===== src/rtl/sand_pkg.sv =====
// Shared types for the sand cellular-automaton engine: pixel/word geometry
// and the frame-scan controller state encoding.
package sand_pkg;

    localparam int WORD_W       = 16;
    localparam int PIX_PER_WORD = 8;

    typedef logic [1:0] pix_t;

    typedef enum logic [2:0] {
        S_IDLE,
        S_RD_REG,
        S_RD_FLR,
        S_CAP,
        S_CALC,
        S_WR_FLR,
        S_WR_REG,
        S_DONE
    } scan_state_t;

endpackage


===== src/rtl/sand_scan_ctrl.sv =====
// Frame-scan controller: walks the grid bottom-up, reading each region word and
// the floor word below it, and writing back the sand_update results.
module sand_scan_ctrl
    import sand_pkg::*;
#(
    parameter int WIDTH_WORDS = 80,
    parameter int HEIGHT      = 480,
    parameter int ADDR_W      = 16
) (
    input  logic              clk,
    input  logic              reset,
    input  logic              start,
    output logic              busy,
    output logic              done,
    output logic [ADDR_W-1:0] mem_addr,
    output logic              mem_rd,
    output logic              mem_wr,
    output logic [WORD_W-1:0] mem_wdata,
    input  logic              mem_gnt,
    input  logic [WORD_W-1:0] mem_rdata,
    output logic              calc_en,
    output logic [WORD_W-1:0] region_out,
    output logic [WORD_W-1:0] floor_out,
    input  logic [WORD_W-1:0] new_region,
    input  logic [WORD_W-1:0] new_floor,
    output scan_state_t       dbg_state
);

    localparam logic [ADDR_W-1:0] ROW_W      = ADDR_W'(WIDTH_WORDS);
    localparam logic [ADDR_W-1:0] COL_LAST   = ADDR_W'(WIDTH_WORDS - 1);
    localparam logic [ADDR_W-1:0] ROW_START  = ADDR_W'(HEIGHT - 2);
    localparam logic [ADDR_W-1:0] BASE_START = ADDR_W'((HEIGHT - 2) * WIDTH_WORDS);

    scan_state_t       state_q;
    logic              dir_q;
    logic              first_q;
    logic [ADDR_W-1:0] row_q;
    logic [ADDR_W-1:0] col_q;
    logic [ADDR_W-1:0] base_q;
    logic              busy_q;
    logic              done_q;
    logic              mem_rd_q;
    logic              mem_wr_q;
    logic              calc_en_q;
    logic [ADDR_W-1:0] mem_addr_q;
    logic [WORD_W-1:0] mem_wdata_q;
    logic [WORD_W-1:0] region_q;
    logic [WORD_W-1:0] floor_q;
    logic [WORD_W-1:0] res_region_q;
    logic [WORD_W-1:0] res_floor_q;

    logic [ADDR_W-1:0] first_col_d;
    logic [ADDR_W-1:0] col_step_d;
    logic [ADDR_W-1:0] base_up_d;
    logic [ADDR_W-1:0] reg_addr_d;
    logic [ADDR_W-1:0] flr_addr_d;
    logic              last_col_d;
    logic              last_row_d;

    // dir=1 scans right-to-left so alternate frames cancel horizontal drift.
    always_comb begin
        first_col_d = dir_q ? COL_LAST : '0;
        col_step_d  = dir_q ? (col_q - 1'b1) : (col_q + 1'b1);
        last_col_d  = dir_q ? (col_q == '0) : (col_q == COL_LAST);
        last_row_d  = (row_q == '0);
        base_up_d   = base_q - ROW_W;
        reg_addr_d  = base_q + col_q;
        flr_addr_d  = base_q + ROW_W + col_q;
    end

    // Outputs are registered: each transition loads the values the next state presents.
    always_ff @(posedge clk) begin
        if (reset) begin
            state_q      <= S_IDLE;
            dir_q        <= 1'b0;
            first_q      <= 1'b0;
            row_q        <= '0;
            col_q        <= '0;
            base_q       <= '0;
            busy_q       <= 1'b0;
            done_q       <= 1'b0;
            mem_rd_q     <= 1'b0;
            mem_wr_q     <= 1'b0;
            calc_en_q    <= 1'b0;
            mem_addr_q   <= '0;
            mem_wdata_q  <= '0;
            region_q     <= '0;
            floor_q      <= '0;
            res_region_q <= '0;
            res_floor_q  <= '0;
        end else begin
            case (state_q)
                S_IDLE: begin
                    if (start) begin
                        row_q      <= ROW_START;
                        base_q     <= BASE_START;
                        col_q      <= first_col_d;
                        mem_addr_q <= BASE_START + first_col_d;
                        mem_rd_q   <= 1'b1;
                        busy_q     <= 1'b1;
                        state_q    <= S_RD_REG;
                    end
                end
                S_RD_REG: begin
                    if (mem_gnt) begin
                        mem_addr_q <= flr_addr_d;
                        first_q    <= 1'b1;
                        state_q    <= S_RD_FLR;
                    end
                end
                S_RD_FLR: begin
                    // Read data for the region word is valid only in the first cycle here.
                    first_q <= 1'b0;
                    if (first_q) begin
                        region_q <= mem_rdata;
                    end
                    if (mem_gnt) begin
                        mem_rd_q <= 1'b0;
                        state_q  <= S_CAP;
                    end
                end
                S_CAP: begin
                    floor_q   <= mem_rdata;
                    calc_en_q <= 1'b1;
                    state_q   <= S_CALC;
                end
                S_CALC: begin
                    res_region_q <= new_region;
                    res_floor_q  <= new_floor;
                    calc_en_q    <= 1'b0;
                    mem_wr_q     <= 1'b1;
                    mem_addr_q   <= flr_addr_d;
                    mem_wdata_q  <= new_floor;
                    state_q      <= S_WR_FLR;
                end
                S_WR_FLR: begin
                    if (mem_gnt) begin
                        mem_addr_q  <= reg_addr_d;
                        mem_wdata_q <= res_region_q;
                        state_q     <= S_WR_REG;
                    end
                end
                S_WR_REG: begin
                    if (mem_gnt) begin
                        mem_wr_q <= 1'b0;
                        if (last_col_d && last_row_d) begin
                            done_q  <= 1'b1;
                            state_q <= S_DONE;
                        end else if (last_col_d) begin
                            row_q      <= row_q - 1'b1;
                            base_q     <= base_up_d;
                            col_q      <= first_col_d;
                            mem_addr_q <= base_up_d + first_col_d;
                            mem_rd_q   <= 1'b1;
                            state_q    <= S_RD_REG;
                        end else begin
                            col_q      <= col_step_d;
                            mem_addr_q <= base_q + col_step_d;
                            mem_rd_q   <= 1'b1;
                            state_q    <= S_RD_REG;
                        end
                    end
                end
                S_DONE: begin
                    done_q  <= 1'b0;
                    busy_q  <= 1'b0;
                    dir_q   <= ~dir_q;
                    state_q <= S_IDLE;
                end
                default: state_q <= S_IDLE;
            endcase
        end
    end

    assign busy       = busy_q;
    assign done       = done_q;
    assign mem_addr   = mem_addr_q;
    assign mem_rd     = mem_rd_q;
    assign mem_wr     = mem_wr_q;
    assign mem_wdata  = mem_wdata_q;
    assign calc_en    = calc_en_q;
    assign region_out = region_q;
    assign floor_out  = floor_q;
    assign dbg_state  = state_q;

endmodule


===== config.mk =====
export PLATFORM = sky130hd
export DESIGN_NAME = sand_scan_ctrl
export DESIGN_NICKNAME = d
export VERILOG_FILES = /design/src/rtl/sand_pkg.sv /design/src/rtl/sand_scan_ctrl.sv
export SDC_FILE = /design/constraint.sdc
export NUM_CORES = 1
export LEC_CHECK = 0
export ABC_AREA = 1
export BUFFER_PORTS_ARGS = -buffer_cell sky130_fd_sc_hd__buf_2
export CAP_MARGIN = 5
export CORE_MARGIN = 4
export CORE_UTILIZATION = 45
export DETAILED_ROUTE_END_ITERATION = 7
export PLACE_DENSITY = 0.65
export SYNTH_ARGS = -nofsm -noshare
export SYNTH_HDL_FRONTEND = slang
export SYNTH_SLANG_ARGS = --single-unit

===== constraint.sdc =====
create_clock -name clk -period 8 [get_ports clk]
set_input_delay 0.4 -clock clk [delete_from_list [all_inputs] [get_ports clk]]
set_output_delay 0.4 -clock clk [all_outputs]
set_load 0.005 [all_outputs]

# Word level (Yosys, flattened, before mapping)
# Index checks and enable logic that the tools add are counted.
[op_classes]
n_eq_ne = 16
bitwise_logic = 1
reduce_logical = 24
muxes = 47
addsub = 10
[ops]
columns = ["cell", "count"]
rows = [
  ["16-bit 2-to-1 mux", 20],
  ["16-bit case mux with 2 select lines", 4],
  ["16-bit case mux with 5 select lines", 1],
  ["16-bit adder", 3],
  ["16-bit logical NOT", 2],
  ["16-bit by 1-bit subtractor with 16-bit output (second input constant)", 2],
  ["3-bit case mux with 8 select lines", 1],
  ["3-bit 2-to-1 mux", 6],
  ["16-bit by 1-bit adder with 16-bit output (second input constant)", 1],
  ["16-bit by 7-bit adder with 16-bit output", 1],
  ["16-bit by 7-bit adder with 16-bit output (first input constant)", 1],
  ["16-bit by 7-bit adder with 16-bit output (second input constant)", 1],
  ["16-bit by 7-bit == test with 1-bit output (second input constant)", 1],
  ["2-bit inequality test (second input constant)", 8],
  ["16-bit by 7-bit subtractor with 16-bit output (second input constant)", 1],
  ["5-bit AND reduction", 3],
  ["2-bit nonzero test", 7],
  ["3-bit == test (second input constant)", 4],
  ["1-bit case mux with 2 select lines", 5],
  ["2-bit AND reduction", 5],
  ["1-bit 2-to-1 mux", 8],
  ["7-bit 2-to-1 mux", 1],
  ["3-bit by 2-bit == test with 1-bit output (second input constant)", 2],
  ["6-bit AND reduction", 1],
  ["9 further kinds", 9],
]
[totals]
input_bits = 52
output_inout_bits = 72
elab_cells = 114
reg_bits = 138

# Longest topological paths before layout
# Gate-level depths: netlist of the first run.
[logic_depth]
ltp_word = 7
depth_mapped = 23
ltp_nobuf = 23

# Worst setup path after synthesis of the first run
# Ideal clock, no wire load.
[synth_path]
path_kind = "reg2reg"
start = "register dir_q"
end = "register mem_addr_q[15], in the netlist mem_addr[15]"
slack_ns = 4.923
path_buffers = 0
arrival_ns = 3.007
path_stages_with_launch = 21
synth_period_minus_slack_ns = 3.077
required_time_ns = 7.930
path_cell_list = "dfxtp_1 -> ha_1 -> nand2_1 -> nand2_1 -> nand3_1 -> nand2_1 -> a21oi_1 -> nor2_1 -> nor2_1 -> xor2_1 -> inv_1 -> ha_1 -> a21oi_1 -> o21a_1 -> nand2_1 -> nand2_1 -> o21a_1 -> nand3b_1 -> nand3_1 -> nand2_1 -> a21oi_1"
[synth_via]
elab_chain_len = 6
word_cells_on_any_way = 14
cone_classes = "add/sub (3); eq/ne (1); mux (8); reduce/logical (2)"
[synth_lines]
columns = ["element", "line_no", "rtl"]
rows = [
  ["start, declared", "sand_scan_ctrl.sv:35", "logic dir_q;"],
  ["start signal, assigned", "sand_scan_ctrl.sv:167", "dir_q <= ~dir_q;"],
  ["16-bit 2-to-1 mux or 7-bit 2-to-1 mux (tied branches)", "sand_scan_ctrl.sv:63, sand_scan_ctrl.sv:62", ""],
  ["16-bit adder or 16-bit by 7-bit adder with 16-bit output (tied branches)", "sand_scan_ctrl.sv:158, sand_scan_ctrl.sv:153", ""],
  ["16-bit 2-to-1 mux", "sand_scan_ctrl.sv:149", "end else if (last_col_d) begin"],
  ["16-bit 2-to-1 mux", "sand_scan_ctrl.sv:146", "if (last_col_d && last_row_d) begin"],
  ["16-bit 2-to-1 mux", "sand_scan_ctrl.sv:144", "if (mem_gnt) begin"],
  ["16-bit case mux with 5 select lines", "sand_scan_ctrl.sv:92", "case (state_q)"],
  ["end signal, assigned", "sand_scan_ctrl.sv:98", "mem_addr_q <= BASE_START + first_col_d;"],
  ["end signal, assigned", "sand_scan_ctrl.sv:153", "mem_addr_q <= base_up_d + first_col_d;"],
  ["end signal, assigned", "sand_scan_ctrl.sv:158", "mem_addr_q <= base_q + col_step_d;"],
  ["end, declared", "sand_scan_ctrl.sv:45", "logic [ADDR_W-1:0] mem_addr_q;"],
]
# Several ways; a longest one is shown, not always the timed one. The select of a mux whose other input is x is not followed.
# A chain may end at the register's enable or synchronous reset.

# Worst setup path in the final report of the first run
# Ends and elaborated chain as after synthesis.

==> summary.log, run 1 <==
[status] run status finished, final reports clean
[logic_synthesis] post-synthesis instance area 8820 sq um
[die] number of rows in the core area 50
[logic_synthesis] Yosys warning count 0
[worst_setup_path] Req. time, crit path 8.32 ns
[sta] post-route fraction of the period consumed by the critical path 0.497
[logic_synthesis] fraction of post-synthesis cell area in the top cell type by area 0.304
[sta] clock skew after layout 0.0112 ns
[clock_tree] Clock Root Buffer sky130_fd_sc_hd__clkbuf_16
[die] die span in y 148 um
[cells_and_area] fraction of final layout cells with drive strength greater than 1 0.142
[worst_setup_path] reg-to-reg startpoint dir_q
[hold_path] Hold Path Depth 3
[route] drt via density 5.34
[logic_synthesis] number of cells produced by synthesis 1323
[die] Die Width 148 um
[sta] setup TNS after final layout 0 ns
[die] effective utilization at floorplan 0.464
[cells_and_area] number of diodes added for antenna fixing 0
[clock_tree] # Post-CTS Setup Buffers 0
[die] Core ar. 19000 sq um
[worst_setup_path] launching element type of the critical path flop
[hold_path] path category of the worst min-delay check input port to flop
[worst_setup_path] cells on worst reg2reg path 17
[worst_setup_path] end of the worst register-to-register path mem_addr[15]
[sta] hold violation total from the final report 0
[grt] first-pass GRT wire length 44200 um
[power_and_ir_drop] part of the total power dissipated in combinational logic 0.420
[route] count of routing violations after the opening detailed-route iteration 653
[clock_tree] CTS Hold Buffers Added 0
[placed_design] RePlAce Congestion 0.934
[clock_tree] count of instances resized after the clock tree is built 0
[sta] Final Critical Period 3.98 ns
[logic_synthesis] Yosys top cell by area sky130_fd_sc_hd__dfxtp_1
[logic_synthesis] FFs w/ async S/R, synth 0
[logic_synthesis] dominant register cell in the synthesized netlist sky130_fd_sc_hd__dfxtp_1
[clock_tree] number of H-tree branching levels 4
[hold_path] Min-Delay Startpoint new_region[6]
[cells_and_area] area grow syn2layout 15.1%
[die] Total Die Area 21900 sq um
[worst_setup_path] reg2reg setup slack 4.02 ns
[grt] number of antenna violations at the first check in global routing 0
[clock_tree] Max clock buf depth 2
[grt] global router's overall resource usage 0.247
[clock_tree] clk sinks 134
[worst_setup_path] critical path, cell by cell ha_1 > inv_1 > nor3_1 > nand3_1 > nand4_1 > nand3_1 > o21ai_0 > xor2_1 > ha_1 > nand2_1 > nor2_1 > a211oi_1 > o21a_1 > nand3b_1 > nand3_1 > nand2_1 > a21oi_1
[clock_tree] clock-pin slew reported for the worst setup and hold paths after clock tree synthesis 0.07 ns
[logic_synthesis] number of enable-type register cells in the synthesized netlist 0
[logic_synthesis] post-synthesis area per instance 6.67 sq um
[placed_design] buffers added on ports 123
[logic_synthesis] Seq/Total Area, Yosys 0.304
[route] vias after detailed routing 9064
[worst_setup_path] Critical Path Source dir_q
[worst_setup_path] Data arrival, critical path 4.29 ns
[power_and_ir_drop] internal power of the cells 1.63 mW
[worst_setup_path] maximum fanout encountered on the critical timing path 23
[run] Max Cap Violations 0
[worst_setup_path] Critical Path Most Common Cell sky130_fd_sc_hd__nand3_1
[power_and_ir_drop] peak supply drop 0.155 mV
[worst_setup_path] Slowest Stage Delay on Critical Path 0.98 ns
[logic_synthesis] main area contributors after synthesis sky130_fd_sc_hd__dfxtp_1 30%, sky130_fd_sc_hd__nand2_1 13%, sky130_fd_sc_hd__ha_1 7.8%
[cells_and_area] Fillers 2000
[worst_setup_path] critical path capture point type flop
[route] post-DR wirelength/cell 15.8 um
[logic_synthesis] Unique masters post-synth 51
[sta] Slew HR 0.260
[sta] number of pins with negative max-slew slack in the final report 0
[route] number of detailed-route iterations in the first pass 5
[power_and_ir_drop] Cell Pwr Density 292 nW/um^2
[die] I/O Pins 124
[clock_tree] Clock Latency Late Sink 0.43 ns
[grt] pin count of the biggest net entering global routing 71
[sta] final number of setup-violating endpoints 0
[power_and_ir_drop] Sw Ratio 0.451
[route] Antenna Nets Post-Route 0
[sta] fmax 251 MHz
[clock_tree] clock tree from TritonCTS done
[logic_synthesis] post-synthesis sequential element count 134
[grt] number of global-route vias before repair 8724
[power_and_ir_drop] share of total power in the clock network 0.263
[hold_path] worst min-delay path endpoint res_region_q[6]
[sta] smallest hold slack 0.191 ns
[power_and_ir_drop] Lkg Pwr 4.85 nW
[worst_setup_path] Slowest cell on crit path sky130_fd_sc_hd__dfxtp_1
[route] Remaining DRCs 0
[sta] unrepaired setup endpoints after global routing false
[cells_and_area] Net count, final 1541
[clock_tree] number of buffers inserted during clock tree synthesis 17
[route] aggregate routed wire length 26800 um
[grt] remaining global-route overflow 0
[placed_design] HPWL reported at the end of detailed placement 19600 um
[worst_setup_path] Crit Path Category flop to flop
[sta] transition time of the tightest slew-check pin 1.11 ns
[power_and_ir_drop] switching pwr 1.34 mW
[power_and_ir_drop] sequential fraction of design power 0.318
[power by group through the flow]
stage               Clock, mW  Sequential, mW  Combinational (mW)
floorplan                   0           0.898               0.935
global placement            0           0.949                1.22
detailed placement          0           0.949                1.22
CTS                     0.783           0.937                1.23
global route            0.819           0.959                1.41
finish                  0.778           0.941                1.24
[sequential cells by signal, indices dropped and copies added (netlist names)]
signal	count
base_q	12
busy	1
calc_en	1
col_q	16
dbg_state	3
dir_q	1
done	1
first_q	1
floor_out	16
mem_addr	16
mem_rd	1
mem_wdata	16
mem_wr	1
region_out	16
res_region_q	16
row_q	16
[layer usage]
| layer | track usage | up-vias | routed length, um |
|---|---|---|---|
| met1 | 0.339 | 4140 | 12400 |
| met3 | 0.0671 | 29 | 2260 |
| met2 | 0.387 | 293 | 11800 |
| met5 | 0 | - | 0 |
| met4 | 0.0624 | 0 | 316 |
| li1 | - | 4602 | - |
[layout by cell type (no fill, tap or decap), types with 4 or more instances in the layout]
master                       netlist  layout
sky130_fd_sc_hd__a21o_1            4       4
sky130_fd_sc_hd__a21oi_1         134     134
sky130_fd_sc_hd__a31oi_1          21      21
sky130_fd_sc_hd__buf_2             6     123
sky130_fd_sc_hd__clkbuf_16         0      17
sky130_fd_sc_hd__clkinvlp_4        0       4
sky130_fd_sc_hd__dfxtp_1         134     134
sky130_fd_sc_hd__fa_1              9       9
sky130_fd_sc_hd__ha_1             55      55
sky130_fd_sc_hd__inv_1           102     101
sky130_fd_sc_hd__inv_2            13      14
sky130_fd_sc_hd__inv_6             0       5
sky130_fd_sc_hd__nand2_1         312     312
sky130_fd_sc_hd__nand2_2           5       5
sky130_fd_sc_hd__nand3_1          90      90
sky130_fd_sc_hd__nand4_1           9       9
sky130_fd_sc_hd__nor2_1          154     154
sky130_fd_sc_hd__nor2_4            6       6
sky130_fd_sc_hd__nor3_1           18      18
sky130_fd_sc_hd__nor4_1            5       5
sky130_fd_sc_hd__o21a_1            4       4
sky130_fd_sc_hd__o21ai_0         112     112
sky130_fd_sc_hd__o21ai_1          12      12
sky130_fd_sc_hd__o21bai_1         10      10
sky130_fd_sc_hd__or2_2             9       9
sky130_fd_sc_hd__xnor2_1           8       8
sky130_fd_sc_hd__xor2_1           22      22
[cell type report]
cell class | instances | area, sq um | area share
inverters | 115 | 432 | 0.0425
flip-flops and latches | 134 | 2680 | 0.264
well taps | 260 | 325 | 0.0320
multi-input cells | 1031 | 5510 | 0.543
clock buffers | 17 | 425 | 0.0419
repair buffers | 126 | 638 | 0.0628
clock inverters | 14 | 144 | 0.0142
[synth_stat cells (3+ instances only)]
| cell type | n |
|---|---|
| sky130_fd_sc_hd__xnor2_1 | 8 |
| sky130_fd_sc_hd__xor2_1 | 22 |
| sky130_fd_sc_hd__clkbuf_1 | 27 |
| sky130_fd_sc_hd__buf_4 | 3 |
| sky130_fd_sc_hd__fa_1 | 9 |
| sky130_fd_sc_hd__buf_1 | 5 |
| sky130_fd_sc_hd__or2_2 | 9 |
| sky130_fd_sc_hd__inv_1 | 102 |
| sky130_fd_sc_hd__nand3b_1 | 3 |
| sky130_fd_sc_hd__nand2_2 | 5 |
| sky130_fd_sc_hd__o21bai_1 | 10 |
| sky130_fd_sc_hd__a31oi_1 | 21 |
| sky130_fd_sc_hd__o21ai_0 | 112 |
| sky130_fd_sc_hd__o21ai_2 | 3 |
| sky130_fd_sc_hd__a21o_1 | 4 |
| sky130_fd_sc_hd__nor2_4 | 6 |
| sky130_fd_sc_hd__inv_2 | 13 |
| sky130_fd_sc_hd__o21a_1 | 4 |
| sky130_fd_sc_hd__dfxtp_1 | 134 |
| sky130_fd_sc_hd__nor2_1 | 154 |
| sky130_fd_sc_hd__nand3_1 | 90 |
| sky130_fd_sc_hd__a21oi_1 | 134 |
| sky130_fd_sc_hd__o211ai_1 | 3 |
| sky130_fd_sc_hd__nand4_1 | 9 |
| sky130_fd_sc_hd__buf_2 | 6 |
| sky130_fd_sc_hd__nor4_1 | 5 |
| sky130_fd_sc_hd__nand2_1 | 312 |
| sky130_fd_sc_hd__o21ai_1 | 12 |
| sky130_fd_sc_hd__ha_1 | 55 |
| sky130_fd_sc_hd__nor3_1 | 18 |
[worst max path at each step]
stage                              end  slack (ns)
final                     mem_addr[15]        4.02
after global placement    mem_addr[15]        4.10
after global routing      mem_addr[15]        3.77
after CTS                 mem_addr[15]        4.04
after detailed placement  mem_addr[15]        4.07
after floorplan           mem_addr[15]        4.92
[logic make-up after synthesis]
family	count (synthesis)	share of synthesized area
buffers and inverters	159	0.0716
other	1	0.000425
and+or+nand+nor	624	0.306
xor gates and xnor gates	30	0.0298
AOI/OAI and AO/OA	311	0.190
adders and majority gates	64	0.0984
DFF	134	0.304
[critical path: cells and delay by family (launching register included)]
kind,cells,cell delay [ns]
compound gates,4,0.68
xor+xnor,1,0.28
fa+ha+maj,2,0.66
buf+inv,1,0.09
flops,1,0.98
simple gates,9,1.18
[through the flow]
stage / total power, mW / std cells / utilization / worst slack [ns] / cell area (sq um)
after floorplan: 1.83 / 1324 / - / 4.92 / 8830
after global placement: 2.17 / 1666 / 0.504 / 4.10 / 9590
after detailed placement: 2.17 / 1666 / 0.504 / 4.07 / 9590
after CTS: 2.95 / 1697 / 0.534 / 4.04 / 10200
after global routing: 3.18 / 1697 / 0.534 / 3.77 / 10200
final: 2.96 / 1697 / 0.534 / 4.02 / 10200
Note: power is estimated with default switching activity, not from simulation.
==> run 2, diff against run 1 <==
clock period = 3.84 ns   (was 8 ns; I/O delays follow)
==> run 2 against run 1 <==
Effect of this change: sequential share of layout area is 0.54 points lower; cell area is 2.1% higher; critical path depth is 1 higher; cell count is 1.2% higher; fmax is 20% higher; combinational power is 110% higher; register-to-register slack worse by 3.5 ns; via count is 1.6% higher; clock-buffer cell count stayed put.
==> summary.log, run 2 (synthesis gave the netlist of run 1 again) <==
[clock_tree] count of instances resized after the clock tree is built 0 [unchanged]
[die] Die Width 148 um [unchanged]
[status] run status finished, final reports clean
[route] vias after detailed routing 9209 [+1.6%]
[clock_tree] clock-pin slew reported for the worst setup and hold paths after clock tree synthesis 0.07 ns [about the same]
[route] Antenna Nets Post-Route 0 [unchanged]
[clock_tree] Clock Root Buffer sky130_fd_sc_hd__clkbuf_16
[sta] Slew HR 0.251 [-0.00894]
[hold_path] Hold Path Depth 3 [unchanged]
[die] Total Die Area 21900 sq um [unchanged]
[sta] Final Critical Period 3.32 ns [-0.656 ns]
[route] Remaining DRCs 0 [unchanged]
[worst_setup_path] Slowest cell on crit path sky130_fd_sc_hd__fa_1
[cells_and_area] Core Util, Final 0.545 [+0.0112]
[route] number of detailed-route iterations in the first pass 6 [+1]
[cells_and_area] commonest cells after routing, fill and taps aside 312 x sky130_fd_sc_hd__nand2_1, 154 x sky130_fd_sc_hd__nor2_1, 134 x sky130_fd_sc_hd__a21oi_1, 134 x sky130_fd_sc_hd__dfxtp_1, 123 x sky130_fd_sc_hd__buf_2
[route] drt via density 5.36 [+0.36%]
[power_and_ir_drop] Lkg Pwr 4.96 nW [+2.3%]
[grt] remaining global-route overflow 0 [unchanged]
[sta] final number of setup-violating endpoints 0 [unchanged]
[die] effective utilization at floorplan 0.464 [unchanged]
[cells_and_area] area grow syn2layout 17.6%
[cells_and_area] sequential cell area 2680 sq um [unchanged]
[worst_setup_path] critical path capture point type flop
[sta] setup TNS after final layout 0 ns [unchanged]
[sta] post-route fraction of the period consumed by the critical path 0.865 [+0.368]
[sta] Setup WS post-layout 0.518 ns [-3.50 ns]
[die] Core ar. 19000 sq um [unchanged]
[die] number of rows in the core area 50 [unchanged]
[placed_design] buffers added on ports 123 [unchanged]
[hold_path] path category of the worst min-delay check input port to flop
[worst_setup_path] Worst path top cell family by delay adder cells
[sta] number of pins with negative max-slew slack in the final report 0 [unchanged]
[sta] smallest hold slack 0.0112 ns [-0.180 ns]
[clock_tree] # Post-CTS Setup Buffers 0 [unchanged]
[route] count of routing violations after the opening detailed-route iteration 789 [+21%]
[worst_setup_path] Critical path buffers and inverters 2 [+1]
[grt] pin count of the biggest net entering global routing 71 [unchanged]
[worst_setup_path] Crit path depth 18 [+1]
[worst_setup_path] Crit Path Category flop to flop
[worst_setup_path] reg-to-reg startpoint dir_q
[power_and_ir_drop] Overall Power 6.26 mW [+110%]
[placed_design] RePlAce Congestion 0.900 [-3.6%]
[cells_and_area] fraction of final layout cells with drive strength greater than 1 0.145 [+0.00276]
[run] Max Cap Violations 0 [unchanged]
[route] post-DR wirelength/cell 15.6 um [-1.2%]
[worst_setup_path] end of the worst register-to-register path mem_addr[13]
[route] aggregate routed wire length 26800 um [about the same]
[clock_tree] Clock Latency Late Sink 0.43 ns [about the same]
[worst_setup_path] Critical Path Most Common Cell sky130_fd_sc_hd__nand2_1
[die] I/O Pins 124 [unchanged]
[clock_tree] Max clock buf depth 2 [unchanged]
[grt] number of global-route vias before repair 8593 [-1.5%]
[placed_design] post-placement cell count 1673 [+0.42%]
[sta] fmax 301 MHz [+20%]
[cells_and_area] most frequent standard cell in the layout excluding fill and tap cells sky130_fd_sc_hd__nand2_1
[placed_design] Placement Cell Area 9640 sq um [+0.55%]
[clock_tree] CTS Hold Buffers Added 14 [+14]
[worst_setup_path] launching element type of the critical path flop
[sta] unrepaired setup endpoints after global routing false
[worst_setup_path] Req. time, crit path 4.19 ns [-4.13 ns]
[sta] clock skew after layout 0.0117 ns [+0.000517 ns]
[cells_and_area] area of the multi-input gates 5510 sq um [unchanged]
[clock_tree] number of buffers inserted during clock tree synthesis 17 [unchanged]
[power_and_ir_drop] peak supply drop 0.353 mV [+130%]
[clock_tree] number of H-tree branching levels 4 [unchanged]
[worst_setup_path] maximum fanout encountered on the critical timing path 8 [-65%]
[hold_path] Min-Delay Startpoint mem_rdata[5]
[sta] hold violation total from the final report 0 [unchanged]
[cells_and_area] final instance area 10400 sq um [+2.1%]
[worst_setup_path] critical path, cell by cell buf_4 > fa_1 > a21oi_1 > nor2_1 > nor2_1 > xor2_1 > inv_1 > ha_1 > a21oi_1 > o21a_1 > nand2_1 > nand2_1 > nand3_1 > nand3_1 > nand3_1 > nand2_1 > nand2_1 > a21oi_1
[worst_setup_path] Slowest Stage Delay on Critical Path 0.52 ns [-0.46 ns]
[sta] transition time of the tightest slew-check pin 1.12 ns [+0.0134 ns]
[grt] global router's overall resource usage 0.244 [-0.00348]
[clock_tree] clock tree from TritonCTS done
[placed_design] HPWL reported at the end of detailed placement 19700 um [+0.40%]
[hold_path] worst min-delay path endpoint floor_out[5]
[cells_and_area] non-filler instance count after layout 1718 [+1.2%]
[power_and_ir_drop] Cell Pwr Density 604 nW/um^2 [+110%]
[cells_and_area] number of diodes added for antenna fixing 0 [unchanged]
[placed_design] pre-CTS worst setup slack 0.517 ns [-3.55 ns]
[grt] number of antenna violations at the first check in global routing 0 [unchanged]
[worst_setup_path] cells on worst reg2reg path 18 [+1]
[die] die span in y 148 um [unchanged]
[cells_and_area] Fillers 1935 [-3.3%]
[grt] first-pass GRT wire length 43800 um [-0.91%]
[cells_and_area] Net count, final 1562 [+1.4%]
[worst_setup_path] reg2reg setup slack 0.52 ns [-3.50 ns]
[clock_tree] clk sinks 134 [unchanged]
[worst_setup_path] Data arrival, critical path 3.67 ns [-0.62 ns]
[run 2: cell count changes in the layout (fill, tap and decap cells not counted), sizes merged]
cell / delta
clkinvlp: -2
buf: +7
bufinv: +1
clkinv: +1
dlygate4sd3: +14
[run 2: area by class of cell]
type	instances	share of cell area
well taps	260	0.0314
clock inverters	14	0.0158
clock buffers	17	0.0410
flip-flops and latches	134	0.259
inverters	115	0.0416
repair buffers	147	0.0801
multi-input cells	1031	0.531
[run 2: per-layer routing]
layer	vias up	share of wire	track usage	wire, um
met5	-	0	0	0
met2	348	0.44	0.387	11900
met4	0	0.014	0.0610	385
met3	35	0.086	0.0708	2320
li1	4633	-	-	-
met1	4193	0.46	0.327	12200
[run 2: worst max path at each step]
stage                              end  startpoint  slack, ns
after CTS                 mem_addr[15]       dir_q       0.50
after global placement    mem_addr[15]       dir_q       0.50
after global routing      mem_addr[14]       dir_q       0.13
after floorplan           mem_addr[15]       dir_q       0.76
after detailed placement  mem_addr[15]       dir_q       0.52
final                     mem_addr[13]       dir_q       0.52
[run 2: where the power goes]
| part | switching (mW) | internal [mW] | leakage, nW |
|---|---|---|---|
| Sequential | 0.293 | 1.64 | 1.09 |
| Combinational | 1.79 | 0.874 | 3.59 |
| Clock | 0.701 | 0.972 | 0.285 |
| Total | 2.78 | 3.48 | 4.96 |
[run 2: worst reg2reg max path, delay by kind of cell (launching register included)]
family                     cells  cell delay, ns
and+or+nand+nor                9            0.86
xor gates and xnor gates       1            0.16
adders and majority gates      2            0.87
DFF                            1            0.39
buffers and inverters          2            0.30
AOI/OAI and AO/OA              4            0.68
==> run 3, diff against run 2 <==
CORE_UTILIZATION = 59   (was 45)
PLACE_DENSITY = 0.82   (was 0.65)
==> run 3 against run 2 <==
Effect of this change: sequential cell count unchanged; cell area decreased by 1.0%; clock skew decreased by 0.0018 ns; combinational power decreased by 2%; cell count decreased by 4.6%; clock-buffer cell count increased by 2; routed wire length decreased by 3.7%.
==> summary.log, run 3 (synthesis gave the netlist of run 1 again) <==
[worst_setup_path] Req. time, crit path 4.15 ns [-0.04 ns]
[clock_tree] Clock Latency Late Sink 0.42 ns [about the same]
[die] effective utilization at floorplan 0.605 [+0.141]
[status] run status finished, final reports clean
[grt] first-pass GRT wire length 41900 um [-4.3%]
[cells_and_area] number of diodes added for antenna fixing 0 [unchanged]
[worst_setup_path] end of the worst register-to-register path mem_addr[15]
[clock_tree] # Post-CTS Setup Buffers 0 [unchanged]
[cells_and_area] Core Util, Final 0.704 [+0.158]
[route] drt via density 5.66 [+5.7%]
[clock_tree] number of H-tree branching levels 4 [unchanged]
[route] Remaining DRCs 0 [unchanged]
[sta] final number of setup-violating endpoints 0 [unchanged]
[die] Total Die Area 17000 sq um [-23%]
[cells_and_area] commonest cells after routing, fill and taps aside 312 x sky130_fd_sc_hd__nand2_1, 154 x sky130_fd_sc_hd__nor2_1, 134 x sky130_fd_sc_hd__a21oi_1
[sta] clock skew after layout 0.00991 ns [-0.00183 ns]
[route] count of routing violations after the opening detailed-route iteration 776 [-1.6%]
[worst_setup_path] reg-to-reg startpoint dir_q
[grt] remaining global-route overflow 0 [unchanged]
[route] post-DR wirelength/cell 15.7 um [+0.94%]
[route] vias after detailed routing 9284 [+0.81%]
[worst_setup_path] maximum fanout encountered on the critical timing path 15 [+7]
[clock_tree] clock-pin slew reported for the worst setup and hold paths after clock tree synthesis 0.07 ns [about the same]
[worst_setup_path] launching element type of the critical path flop
[worst_setup_path] critical path capture point type flop
[clock_tree] Clock Root Buffer sky130_fd_sc_hd__clkbuf_16
[power_and_ir_drop] peak supply drop 0.404 mV [+14%]
[hold_path] Min-Delay Startpoint new_region[5]
[hold_path] worst min-delay path endpoint res_region_q[5]
[worst_setup_path] cells on worst reg2reg path 18 [unchanged]
[placed_design] post-placement cell count 1595 [-4.7%]
[route] number of detailed-route iterations in the first pass 6 [unchanged]
[cells_and_area] non-filler instance count after layout 1639 [-4.6%]
[power_and_ir_drop] Lkg Pwr 4.96 nW [about the same]
[clock_tree] number of buffers inserted during clock tree synthesis 17 [unchanged]
[sta] unrepaired setup endpoints after global routing false
[placed_design] RePlAce Congestion 0.921 [+2.3%]
[hold_path] Hold Path Depth 3 [unchanged]
[sta] setup TNS after final layout 0 ns [unchanged]
[die] Core ar. 14600 sq um [-23%]
[route] Antenna Nets Post-Route 0 [unchanged]
[power_and_ir_drop] internal power of the cells 3.52 mW [+0.97%]
[clock_tree] clock tree from TritonCTS done
[sta] transition time of the tightest slew-check pin 1.11 ns [-0.0118 ns]
[clock_tree] clk sinks 134 [unchanged]
[grt] pin count of the biggest net entering global routing 71 [unchanged]
[grt] number of antenna violations at the first check in global routing 0 [unchanged]
[cells_and_area] most frequent standard cell in the layout excluding fill and tap cells sky130_fd_sc_hd__nand2_1
[hold_path] path category of the worst min-delay check input port to flop
[route] aggregate routed wire length 25800 um [-3.7%]
[power_and_ir_drop] sequential fraction of design power 0.310 [+0.002]
[cells_and_area] Fillers 1260 [-35%]
[power_and_ir_drop] part of the total power dissipated in combinational logic 0.416 [-0.009]
[sta] hold violation total from the final report 0 [unchanged]
[power_and_ir_drop] Sw Ratio 0.437 [-0.00651]
[grt] global router's overall resource usage 0.308 [+0.0639]
[run] Max Cap Violations 0 [unchanged]
[die] die span in y 130 um [-12%]
[power_and_ir_drop] switching pwr 2.74 mW [-1.7%]
[die] Die Width 130 um [-12%]
[die] number of rows in the core area 44 [-12%]
[sta] Final Critical Period 3.36 ns [+0.0330 ns]
[worst_setup_path] Crit Path Category flop to flop
[placed_design] buffers added on ports 123 [unchanged]
[clock_tree] Max clock buf depth 2 [unchanged]
[power_and_ir_drop] Cell Pwr Density 609 nW/um^2 [+0.84%]
[power_and_ir_drop] share of total power in the clock network 0.274 [+0.007]
[sta] Slew HR 0.259 [+0.00788]
[cells_and_area] Net count, final 1558 [-0.26%]
[sta] number of pins with negative max-slew slack in the final report 0 [unchanged]
[worst_setup_path] Data arrival, critical path 3.66 ns [about the same]
[worst_setup_path] reg2reg setup slack 0.48 ns [-0.03 ns]
[sta] post-route fraction of the period consumed by the critical path 0.874 [+0.00860]
[cells_and_area] area grow syn2layout 16.4%
[placed_design] HPWL reported at the end of detailed placement 18200 um [-7.7%]
[sta] fmax 298 MHz [-0.98%]
[cells_and_area] fraction of final layout cells with drive strength greater than 1 0.145 [+0.000298]
[die] I/O Pins 124 [unchanged]
[grt] number of global-route vias before repair 8737 [+1.7%]
-- run 3: final cells by class --
class	instances	area [sq um]	area share
flip-flops and latches	134	2680	0.261
multi-input cells	1031	5510	0.537
well taps	184	230	0.0224
clock inverters	13	159	0.0155
repair buffers	143	796	0.0775
inverters	115	432	0.0420
clock buffers	19	453	0.0441
-- run 3: critical path: stages, from the launching register on --
cell	delay, ns
sky130_fd_sc_hd__dfxtp_2	0.42
sky130_fd_sc_hd__buf_4	0.22
sky130_fd_sc_hd__ha_1	0.36
sky130_fd_sc_hd__nand2_1	0.10
sky130_fd_sc_hd__nor2_1	0.20
sky130_fd_sc_hd__nand3_1	0.11
sky130_fd_sc_hd__nand4_1	0.16
sky130_fd_sc_hd__nand3_1	0.11
sky130_fd_sc_hd__o21ai_0	0.20
sky130_fd_sc_hd__xor2_1	0.21
sky130_fd_sc_hd__ha_1	0.30
sky130_fd_sc_hd__nand2_1	0.13
sky130_fd_sc_hd__nor2_1	0.06
sky130_fd_sc_hd__a211oi_1	0.19
sky130_fd_sc_hd__o21a_1	0.18
sky130_fd_sc_hd__nand3b_1	0.11
sky130_fd_sc_hd__nand3_1	0.06
sky130_fd_sc_hd__nand2_1	0.07
sky130_fd_sc_hd__a21oi_1	0.05
-- run 3: worst max-delay path by stage --
stage / start / slack, ns / end
after floorplan: dir_q / 0.76 / mem_addr[15]
after global placement: dir_q / 0.49 / mem_addr[14]
after detailed placement: dir_q / 0.41 / mem_addr[14]
after CTS: dir_q / 0.31 / mem_addr[15]
after global routing: dir_q / 0.16 / mem_addr[14]
final: dir_q / 0.48 / mem_addr[15]
-- run 3: through the flow --
| stage | worst slack, ns | hold WS (ns) | area, sq um | power, mW |
|---|---|---|---|---|
| after CTS | 0.312 | 0.000517 | 10300 | 6.22 |
| after global routing | 0.165 | 0.00565 | 10300 | 6.69 |
| final | 0.485 | 0.00779 | 10300 | 6.25 |
| after detailed placement | 0.406 | 0.420 | 9530 | 4.50 |
| after global placement | 0.488 | 0.415 | 9530 | 4.46 |
| after floorplan | 0.763 | 0.327 | 8830 | 3.82 |
-- run 3: metal layers --
metal | track usage | part of all wire | vias up
met5 | 0 | 0 | -
met4 | 0.127 | 0.034 | 0
met3 | 0.0782 | 0.076 | 56
met2 | 0.506 | 0.47 | 359
met1 | 0.384 | 0.42 | 4223
li1 | - | - | 4646
-- run 3: what timing repair did --
| action | 4_1_cts | 5_1_grt |
|---|---|---|
| setup endpoints to repair | 0 | 2 |
| hold endpoints to repair | 12 | 0 |
| gates resized for setup | 0 | 1 |
| hold buffers | 12 | 0 |
-- run 3: power by group through the flow --
stage	Sequential [mW]	Combinational (mW)	Clock, mW
5_1_grt	1.97	2.94	1.78
3_5_place_dp	1.96	2.54	0
2_1_floorplan	1.87	1.95	0
4_1_cts	1.93	2.57	1.72
6_report	1.94	2.60	1.71
3_3_place_gp	1.96	2.50	0
